[src/rtl/systolic_tile_ctrl.sv]
`default_nettype none
// ============================================================================
// Module   : systolic_tile_ctrl
// Purpose  : LOAD/MAC/OUT sequencer for a ROWSxCOLS systolic tile with skewed FIFO reads.
// Revision : 1.0 - initial release
// ============================================================================
module systolic_tile_ctrl #(
  parameter int ROWS  = 4,
  parameter int COLS  = 4,
  parameter int DEPTH = 4
) (
  input  logic                                    clk,
  input  logic                                    rst,
  input  logic                                    x_recv_val,
  output logic                                    x_recv_rdy,
  input  logic                                    w_recv_val,
  output logic                                    w_recv_rdy,
  input  logic [ROWS-1:0]                         x_fifo_full,
  input  logic [ROWS-1:0]                         x_fifo_empty,
  output logic [ROWS-1:0]                         x_fifo_wen,
  output logic [ROWS-1:0]                         x_fifo_ren,
  input  logic [COLS-1:0]                         w_fifo_full,
  input  logic [COLS-1:0]                         w_fifo_empty,
  output logic [COLS-1:0]                         w_fifo_wen,
  output logic [COLS-1:0]                         w_fifo_ren,
  output logic                                    mac_en,
  output logic                                    acc_clr,
  output logic                                    out_val,
  input  logic                                    out_rdy,
  output logic [((ROWS > 1) ? $clog2(ROWS) : 1)-1:0] out_row,
  output logic                                    underflow
);

  localparam int T  = DEPTH + ROWS + COLS - 1;
  localparam int CW = (T > 1) ? $clog2(T) : 1;
  localparam int RW = (ROWS > 1) ? $clog2(ROWS) : 1;

  localparam logic [1:0] S_LOAD = 2'd0;
  localparam logic [1:0] S_MAC  = 2'd1;
  localparam logic [1:0] S_OUT  = 2'd2;

  localparam logic [CW-1:0] C_LAST     = CW'(T - 1);
  localparam logic [CW-1:0] C_DEPTH    = CW'(DEPTH);
  localparam logic [RW-1:0] C_ROW_LAST = RW'(ROWS - 1);

  logic [1:0]    state_q, state_d;
  logic [CW-1:0] cyc_q, cyc_d;
  logic [RW-1:0] row_q, row_d;
  logic          clr_q, clr_d;
  logic          uf_q, uf_d;

  logic in_load, in_mac, in_out;
  logic x_all_full, w_all_full;

  assign in_load    = (state_q == S_LOAD);
  assign in_mac     = (state_q == S_MAC);
  assign in_out     = (state_q == S_OUT);
  assign x_all_full = &x_fifo_full;
  assign w_all_full = &w_fifo_full;

  assign x_recv_rdy = in_load & ~x_all_full;
  assign w_recv_rdy = in_load & ~w_all_full;
  assign x_fifo_wen = {ROWS{x_recv_val & x_recv_rdy}};
  assign w_fifo_wen = {COLS{w_recv_val & w_recv_rdy}};
  assign mac_en     = in_mac;
  assign out_val    = in_out;
  assign out_row    = row_q;
  assign acc_clr    = clr_q & in_load;
  assign underflow  = uf_q;

  // (cyc - lo) < DEPTH: when cyc < lo the difference wraps above DEPTH because lo+DEPTH <= T-1.
  for (genvar gi = 0; gi < ROWS; gi++) begin : g_xren
    localparam logic [CW-1:0] C_LO = CW'(gi);
    assign x_fifo_ren[gi] = in_mac && ((cyc_q - C_LO) < C_DEPTH);
  end

  for (genvar gj = 0; gj < COLS; gj++) begin : g_wren
    localparam logic [CW-1:0] C_LO = CW'(gj);
    assign w_fifo_ren[gj] = in_mac && ((cyc_q - C_LO) < C_DEPTH);
  end

  always_comb begin
    state_d = state_q;
    cyc_d   = cyc_q;
    row_d   = row_q;
    clr_d   = 1'b0;
    uf_d    = uf_q | (|(x_fifo_ren & x_fifo_empty)) | (|(w_fifo_ren & w_fifo_empty));
    case (state_q)
      S_LOAD: begin
        cyc_d = '0;
        row_d = '0;
        if (x_all_full && w_all_full) state_d = S_MAC;
      end
      S_MAC: begin
        if (cyc_q == C_LAST) begin
          state_d = S_OUT;
          cyc_d   = '0;
          row_d   = '0;
        end else begin
          cyc_d = cyc_q + CW'(1);
        end
      end
      S_OUT: begin
        if (out_rdy) begin
          if (row_q == C_ROW_LAST) begin
            state_d = S_LOAD;
            row_d   = '0;
            clr_d   = 1'b1;
          end else begin
            row_d = row_q + RW'(1);
          end
        end
      end
      default: begin
        state_d = S_LOAD;
        cyc_d   = '0;
        row_d   = '0;
      end
    endcase
  end

  always_ff @(posedge clk or posedge rst) begin
    if (rst) begin
      state_q <= S_LOAD;
      cyc_q   <= '0;
      row_q   <= '0;
      clr_q   <= 1'b0;
      uf_q    <= 1'b0;
    end else begin
      state_q <= state_d;
      cyc_q   <= cyc_d;
      row_q   <= row_d;
      clr_q   <= clr_d;
      uf_q    <= uf_d;
    end
  end

endmodule
`default_nettype wire

[config.mk]
export PLATFORM = sky130hd
export DESIGN_NAME = systolic_tile_ctrl
export DESIGN_NICKNAME = d
export VERILOG_FILES = /design/src/rtl/systolic_tile_ctrl.sv
export SDC_FILE = /design/constraint.sdc
export NUM_CORES = 1
export LEC_CHECK = 0
export CORE_UTILIZATION = 26
export DETAILED_ROUTE_END_ITERATION = 12
export PLACE_DENSITY = 0.69
export SLEW_MARGIN = 20
export SYNTH_ARGS = -nofsm -noshare
export SYNTH_HDL_FRONTEND = slang
export SYNTH_SLANG_ARGS = --single-unit
export TNS_END_PERCENT = 5
[constraint.sdc]
create_clock -name clk -period 1.95 [get_ports clk]
set_clock_uncertainty 0.15 [all_clocks]
set_input_delay 0.39 -clock clk [delete_from_list [all_inputs] [get_ports clk]]
set_output_delay 0.39 -clock clk [all_outputs]
set_load 0.02 [all_outputs]
Yosys cells after proc, flatten, opt, wreduce, memory -nomap -nowiden
Index checks and enable logic that the tools add are counted.
{"block": "word_totals", "register_bits": 10, "input_bits": 21, "output_inout_bits": 24, "wordCells": 59}
{"block": "classes", "add_sub_neg": 5, "n_lt_le_gt_ge": 4, "eq_ne": 8, "muxes": 14, "n_bitwise": 11, "n_reduce_logical": 12}
{"operator": "4-bit by 3-bit < comparator with 1-bit output (second input constant)", "n": 4}
{"operator": "2-bit two-way mux", "n": 7}
{"operator": "4-bit AND reduction", "n": 3}
{"operator": "4-bit AND", "n": 2}
{"operator": "2-bit by 1-bit inequality test with 1-bit output (second input constant)", "n": 4}
{"operator": "4-bit one-hot mux with 2 select lines", "n": 1}
{"operator": "4-bit OR reduction", "n": 2}
{"operator": "4-bit by 2-bit subtractor with 4-bit output (second input constant)", "n": 2}
{"operator": "2-bit one-hot mux with 3 select lines", "n": 1}
{"operator": "1-bit AND", "n": 5}
{"operator": "1-bit logical AND", "n": 5}
{"operator": "4-bit by 1-bit adder with 4-bit output (second input constant)", "n": 1}
{"operator": "2-bit == test (second input constant)", "n": 2}
{"operator": "4-bit == test (second input constant)", "n": 1}
{"operator": "4-bit two-way mux", "n": 1}
{"operator": "2-bit one-hot mux with 2 select lines", "n": 1}
{"operator": "4-bit by 1-bit subtractor with 4-bit output (second input constant)", "n": 1}
{"operator": "1-bit two-way mux", "n": 3}
{"operator": "2-bit by 1-bit adder with 2-bit output (second input constant)", "n": 1}
{"operator": "2-bit by 1-bit == test with 1-bit output (second input constant)", "n": 1}
{"operator": "2-bit zero test", "n": 1}
{"operator": "1-bit inverter", "n": 2}
{"operator": "1-bit OR", "n": 2}
{"operator": "2-bit AND reduction", "n": 1}

Longest topological paths before layout
Gate-level depths: netlist (run 1).
{"block": "depth", "ltp_word": 7, "mapped_depth": 6, "depth_no_buf": 6}

Worst setup path after synthesis (run 1)
OpenSTA, ideal clock, no wires.
{"block": "synth_path", "path_kind": "flip-flop to output port", "startpoint": "register state_q[1]", "endpoint": "output x_fifo_wen[1]", "arrival_ns": 1.725, "t_required_ns": 1.410, "path_slack_ns": -0.315, "stages_incl_launch_ff": 5, "n_path_buf": 1, "cell_sequence": "dfrtp_1 > or2_2 > a41oi_1 > and2_1 > buf_4"}
{"block": "synth_via", "elab_chain_cells": 3}
{"item": "start, declared", "line_no": "46", "rtl": "logic [1:0] state_q, state_d;"}
{"item": "start signal, assigned", "line_no": "130", "rtl": "state_q <= state_d;"}
{"item": "2-bit zero test", "line_no": "55", "rtl": "assign in_load = (state_q == S_LOAD);"}
{"item": "1-bit AND", "line_no": "61", "rtl": "assign x_recv_rdy = in_load & ~x_all_full;"}
{"item": "via x_recv_rdy", "line_no": "15", "rtl": "output logic x_recv_rdy,"}
{"item": "1-bit AND", "line_no": "63", "rtl": "assign x_fifo_wen = {ROWS{x_recv_val & x_recv_rdy}};"}
{"item": "end, declared", "line_no": "20", "rtl": "output logic [ROWS-1:0] x_fifo_wen,"}
The timed path passes the listed nets, and every way through them passes these cells.

Final worst setup path (run 1)
{"block": "layout_path", "startpoint": "register cyc_q[2]", "endpoint": "output x_fifo_ren[3]"}
{"block": "layout_via", "elab_chain_cells": 3}
{"item": "start, declared", "line_no": "47", "rtl": "logic [CW-1:0] cyc_q, cyc_d;"}
{"item": "start signal, assigned", "line_no": "131", "rtl": "cyc_q <= cyc_d;"}
{"item": "4-bit by 2-bit subtractor with 4-bit output", "line_no": "74", "rtl": "assign x_fifo_ren[gi] = in_mac && ((cyc_q - C_LO) < C_DEPTH);"}
{"item": "4-bit by 3-bit < comparator with 1-bit output", "line_no": "74"}
{"item": "1-bit logical AND", "line_no": "74"}
{"item": "end, declared", "line_no": "21", "rtl": "output logic [ROWS-1:0] x_fifo_ren,"}
Every way passes these cells.

==> impl_metrics.csv, run 1 <==
group,metric,value,unit
critical_path,crit_top_cell,"buf_6",
floorplan,die_h,56.1,µm
timing,finalCritPeriodShare,1.08,
synthesis,synth_edf_count,0,
placement,dp.cells,164,
routing,drc,0,
synthesis,synth_area_leaders,"dfrtp_1 33%, buf_4 12%, ha_1 8.2%",
cts,cts-root-buf,"clkbuf_4",
power,p_leak,0.659,nW
cts,clk_path_buf_depth,2,
global_route,grt_pass1_wl,3.59,mm
synthesis,synth_fp_nets,110,
synthesis,synthDistinctLibCells,32,
critical_path,path_cells,"inv_2 > buf_6 > ha_4 > xor2_2 > a22oi_2 > nor2_2 > buf_6",
critical_path,critPathCaptureType,"output pin",
timing,tightest_slew,0.385,ns
critical_path,critical_path_class,"reg2out",
finish,areaGrowthSynthToFinish,84.9,%
timing,fin_setup_tns,-0.800,ns
critical_path,r2r_end,"out_row[0]",
critical_path,cp.arrival,1.57,ns
global_route,grt_pass1_vias,820,
synthesis,syn-mean-instance-area,9.06,µm²
synthesis,yosys_most_used_dff,"dfrtp_1",
finish,n_fill_cell,254,
critical_path,path_max_fanout,3,
worst_hold_path,hold_path_class,"in2async",
finish,antenna_cells,0,
cts,cts_inserted_buffers,3,
power,vdd_ir_drop_max,1.20,mV
critical_path,worstPathRequired,1.41,ns
critical_path,r2r-start,"cyc_q[2]",
floorplan,rows,19,
timing,finalHoldViolations,0,
critical_path,ff2ff_path_depth,6,
cts,numClockSinks,10,
timing,layout_setup_ws,-0.156,ns
placement,dp_hpwl,1.66,mm
synthesis,synth_top_cell_by_area,"dfrtp_1",
timing,maxClockFrequency,475,MHz
synthesis,synth.top_cell.area_share,0.329,
routing,postRouteAntennaNets,0,
synthesis,synth_cells,84,
floorplan,initial_utilization,0.276,
timing,slew_violations,0,
global_route,grt.total_usage,0.144,
global_route,antenna_found_initial,0,
timing,finalCriticalPeriod,2.11,ns
routing,post_drt_via_cell_ratio,4.87,
cts,clk_latency,0.26,ns
global_route,grt_max_degree,11,
floorplan,die_width,56.1,µm
placement,port_buffers,44,
critical_path,cp_num_buf_inv,3,
floorplan,io_pins,45,
synthesis,ys_ff_latch,10,
synthesis,syn-cell-area,761,µm²
critical_path,cp-start-kind,"register",
floorplan,die_area,3150,µm²
timing,rsz0062_at_grt,"yes",
synthesis,async_reset_ff_frac,1.00,
finish,fin_util,0.510,
critical_path,cp.depth,7,
critical_path,r2r_slack,0.21,ns
critical_path,cpMaxStageDelayCell,"dfrtp_1",
outcome,failed_checks,"negative setup slack",
cts,htree_num_levels,1,
routing,wl_per_cell,13.2,µm
global_route,grt_overflow,0,
synthesis,yosysMostFrequentCell,"buf_4",
timing,slew-limit-headroom,0.743,
placement,place.gp.congestion,0.726,
job,cap_viol_max_count,0,
power,power_density,1610,nW/µm²
finish,stdcell_count,171,
outcome,outcome,"complete, but fails checks",
routing,drt_wl_total,2.25,mm
timing,holdWs,0.258,ns
synthesis,synth_seq_area_share,0.329,
synthesis,yosysWarnings,0,
routing,vias,832,
critical_path,crit_family,"flip-flops",
cts,clk_pin_slew,0.07,ns
power,total_power,2.26,mW
routing,drt_iter0_drc,21,
finish,drive_gt1_frac,0.479,
routing,drt_first_pass_iters,4,
cts,cts_tree,"yes",
critical_path,slowest_delay,0.38,ns
synthesis,synth_commonest_cells,"12 x buf_4, 10 x dfrtp_1",
timing,finalSetupViolations,11,
floorplan,coreArea,2760,µm²
finish,final_nets,168,
-- cell families (layout without fill, tap and decap cells) --
| family | after synthesis | after routing | synth area share |
|---|---|---|---|
| AO/OA/AOI/OAI | 21 | 21 | 0.189 |
| XOR/XNOR | 4 | 4 | 0.0461 |
| buffers and inverters | 18 | 74 | 0.148 |
| adder cells (fa/ha/maj) | 5 | 5 | 0.0822 |
| flip-flops | 10 | 10 | 0.329 |
| AND/OR/NAND/NOR | 26 | 26 | 0.206 |
-- worst max-delay path by stage --
stage              startpoint       endpoint
2_1_floorplan      state_q[1]  x_fifo_wen[1]
3_3_place_gp   w_fifo_full[2]  w_fifo_wen[0]
3_5_place_dp   w_fifo_full[2]  w_fifo_wen[3]
4_1_cts            state_q[1]  w_fifo_ren[0]
5_1_grt              cyc_q[1]  w_fifo_ren[1]
6_report             cyc_q[2]  x_fifo_ren[3]
-- registers in the layout, summed over array words and instances, names as in the netlist --
signal     cells
state_q        2
cyc_q          4
out_row        2
clr_q          1
underflow      1
-- layout make-up --
class,count,area (µm²),area share
Sequential cell,10,250,0.178
Inverter,6,22.5,0.0160
Timing Repair Buffer,65,568,0.404
Clock buffer,3,22.5,0.0160
Multi-Input combinational cell,56,504,0.359
Tap cell,31,38.8,0.0276
-- what timing repair did --
| action | 4_1_cts | 5_1_grt |
|---|---|---|
| setup buffers | 0 | 4 |
| endpoints found under the setup margin | 21 | 21 |
| resized for setup | 97 | 31 |
| hold buffers | 0 | 0 |
| pin swaps | 4 | 4 |
-- per-layer routing --
metal  global-route usage  share of wire
met3               0.0209          0.049
met5                    0              0
met1                0.154           0.36
met4               0.0801         0.0080
met2                0.267           0.58
-- stage by stage --
| stage | area [µm²] | setup slack [ns] |
|---|---|---|
| after floorplan | 786 | -0.0747 |
| after global placement | 1300 | -0.401 |
| after global routing | 1410 | -0.221 |
| after CTS | 1280 | -0.221 |
| after detailed placement | 1300 | -0.442 |
| final | 1410 | -0.156 |
-- power by group --
part | switching [mW] | total (mW) | internal [mW]
clock | 0.0702 | 0.141 | 0.0713
sequential | 0.0670 | 0.328 | 0.261
combinational | 0.860 | 1.79 | 0.929
-- placed cells by master (no fill, tap or decap), types with 2 or more instances in the layout --
cell | netlist | final
a41oi_2 | 0 | 2
and2_4 | 0 | 2
dfrtp_1 | 10 | 10
clkbuf_2 | 0 | 2
clkdlybuf4s50_1 | 0 | 23
and3_4 | 0 | 2
inv_1 | 5 | 3
ha_1 | 5 | 2
xnor2_1 | 3 | 2
ha_4 | 0 | 2
buf_6 | 0 | 8
inv_2 | 1 | 3
o21ai_0 | 4 | 4
clkbuf_4 | 0 | 3
nand2_1 | 4 | 4
nand2b_4 | 1 | 2
a21oi_1 | 5 | 5
nor2_1 | 5 | 4
a32o_1 | 2 | 2
buf_4 | 12 | 31
No activity file was read; power rests on OpenSTA's default activity.
==> inputs of run 2 (changes only) <==
--- a/config.mk
+++ b/config.mk
@@ -5,9 +5,9 @@
 export SDC_FILE = /design/constraint.sdc
 export NUM_CORES = 1
 export LEC_CHECK = 0
-export CORE_UTILIZATION = 26
+export CORE_UTILIZATION = 35
 export DETAILED_ROUTE_END_ITERATION = 12
-export PLACE_DENSITY = 0.69
+export PLACE_DENSITY = 0.86
 export SLEW_MARGIN = 20
 export SYNTH_ARGS = -nofsm -noshare
 export SYNTH_HDL_FRONTEND = slang
==> impl_metrics.csv, run 2 (synthesized netlist as in run 1, its figures left out) <==
group,metric,value,unit
timing,slew_violations,0,
cts,cts_tree,"yes",
placement,dp_hpwl,1.78,mm
timing,finalHoldViolations,0,
critical_path,worstPathRequired,1.41,ns
placement,port_buffers,44,
cts,clk_pin_slew,0.08,ns
routing,drt_iter0_drc,7,
finish,areaGrowthSynthToFinish,85.5,%
timing,layout_setup_ws,-0.176,ns
power,vdd_ir_drop_max,1.14,mV
routing,drt_first_pass_iters,4,
cts,clk_path_buf_depth,2,
critical_path,cp.arrival,1.59,ns
global_route,busiest_layer,"met2",
global_route,grt_pass1_vias,857,
critical_path,path_cells,"inv_2 > ha_4 > a21boi_4 > xnor2_2 > and3_4 > buf_6",
routing,postRouteAntennaNets,0,
placement,place.gp.congestion,0.723,
timing,slew-limit-headroom,0.722,
global_route,gr-usage-met2,0.389,
floorplan,rows,16,
critical_path,critical_path_class,"reg2out",
floorplan,io_pins,45,
routing,post_drt_via_cell_ratio,4.90,
floorplan,die_area,2360,µm²
routing,vias,828,
cts,clk_latency,0.28,ns
timing,tightest_slew,0.416,ns
critical_path,slowest_delay,0.41,ns
global_route,grt_use_met1,0.215,
floorplan,die_h,48.6,µm
cts,htree_num_levels,1,
finish,final_common_cell,"buf_4",
timing,rsz0062_at_grt,"yes",
outcome,outcome,"complete, but fails checks",
outcome,failed_checks,"negative setup slack",
finish,largest-register,"cyc_q",
power,p_leak,0.666,nW
finish,final_nets,169,
timing,finalCriticalPeriod,2.13,ns
routing,drc,0,
job,cap_viol_max_count,0,
cts,cts-root-buf,"clkbuf_4",
critical_path,ff2ff_path_depth,6,
timing,finalSetupViolations,13,
power,total_power,2.34,mW
floorplan,die_width,48.6,µm
global_route,grt.met3_usage,0.0252,
critical_path,cpMaxStageDelayCell,"dfrtp_1",
critical_path,path_max_fanout,2,
routing,wl_per_cell,14.9,µm
critical_path,critPathCaptureType,"output pin",
finish,largest_reg_flops,4,
critical_path,r2r-start,"cyc_q[0]",
cts,numClockSinks,10,
worst_hold_path,hold_path_class,"in2async",
global_route,grt_max_degree,11,
global_route,grt.total_usage,0.204,
timing,maxClockFrequency,470,MHz
placement,pre_cts_ws,-0.446,ns
global_route,grt_overflow,0,
finish,drive_gt1_frac,0.479,
cts,cts_inserted_buffers,3,
cts,cts_hold_buf,0,
critical_path,cp-start-kind,"register",
global_route,grt_pass1_wl,3.72,mm
critical_path,r2r_slack,0.15,ns
finish,antenna_cells,0,
critical_path,r2r_end,"out_row[0]",
global_route,antenna_found_initial,0,
critical_path,crit_start,"cyc_q[1]",
floorplan,coreArea,2000,µm²
finish,final_cell_mix,"29 x buf_4, 23 x clkdlybuf4s50_1, 10 x dfrtp_1, 9 x buf_6, 5 x a21oi_1",
floorplan,initial_utilization,0.380,
timing,finalCritPeriodShare,1.09,
routing,drt_wl_total,2.52,mm
power,power_density,1660,nW/µm²
## run 2: where the power goes
part | total, mW | switching (mW) | internal, mW
Clock | 0.199 | 0.0851 | 0.114
Sequential | 0.332 | 0.0714 | 0.261
Combinational | 1.81 | 0.877 | 0.929
Total | 2.34 | 1.03 | 1.30
## run 2: worst max-delay path: cells and delay by family, from the launching register on
family                     cells  cell delay (ns)
DFF                            1             0.41
buffers and inverters          2             0.21
and+or+nand+nor                1             0.21
AOI/OAI and AO/OA              1             0.19
adders and majority gates      1             0.14
xor gates and xnor gates       1             0.13
## run 2: routing by layer
metal,up-vias,wire [µm]
met5,-,0
met2,28,1380
met1,394,997
met4,0,54
li1,400,-
met3,6,84
## run 2: cell type report
cell class / instances / area (µm²)
Clock buffer: 4 / 36.3
Multi-Input combinational cell: 56 / 494
Timing Repair Buffer: 66 / 574
Tap cell: 27 / 33.8
Fill cell: 141 / 591
Inverter: 6 / 22.5
Sequential cell: 10 / 250
## run 2: worst max-delay path by stage
stage                     to  slack (ns)  cells past startpoint
2_1_floorplan  x_fifo_wen[1]       -0.07                      4
3_3_place_gp   w_fifo_ren[1]       -0.39                      6
3_5_place_dp   x_fifo_wen[1]       -0.45                      4
4_1_cts        x_fifo_ren[2]       -0.25                      6
5_1_grt        w_fifo_ren[3]       -0.23                      7
6_report       x_fifo_ren[1]       -0.18                      6
## run 2: stage by stage
step / hold WS [ns] / utilization / std cells / area [µm²] / TNS (ns)
final: 0.257 / 0.705 / 169 / 1410 / -1.03
after global routing: 0.282 / 0.705 / 169 / 1410 / -2.21
after CTS: 0.266 / 0.655 / 166 / 1310 / -1.91
after detailed placement: 0.359 / 0.656 / 162 / 1310 / -6.84
after global placement: 0.319 / 0.656 / 162 / 1310 / -6.00
after floorplan: 0.0802 / - / 84 / 786 / -0.521
## run 2: what timing repair did
action / 4_1_cts / 5_1_grt
pin swaps: 2 / 7
buffers inserted: 0 / 4
setup endpoints to repair: 21 / 21
resized for setup: 86 / 38
hold endpoints to repair: 0 / 0
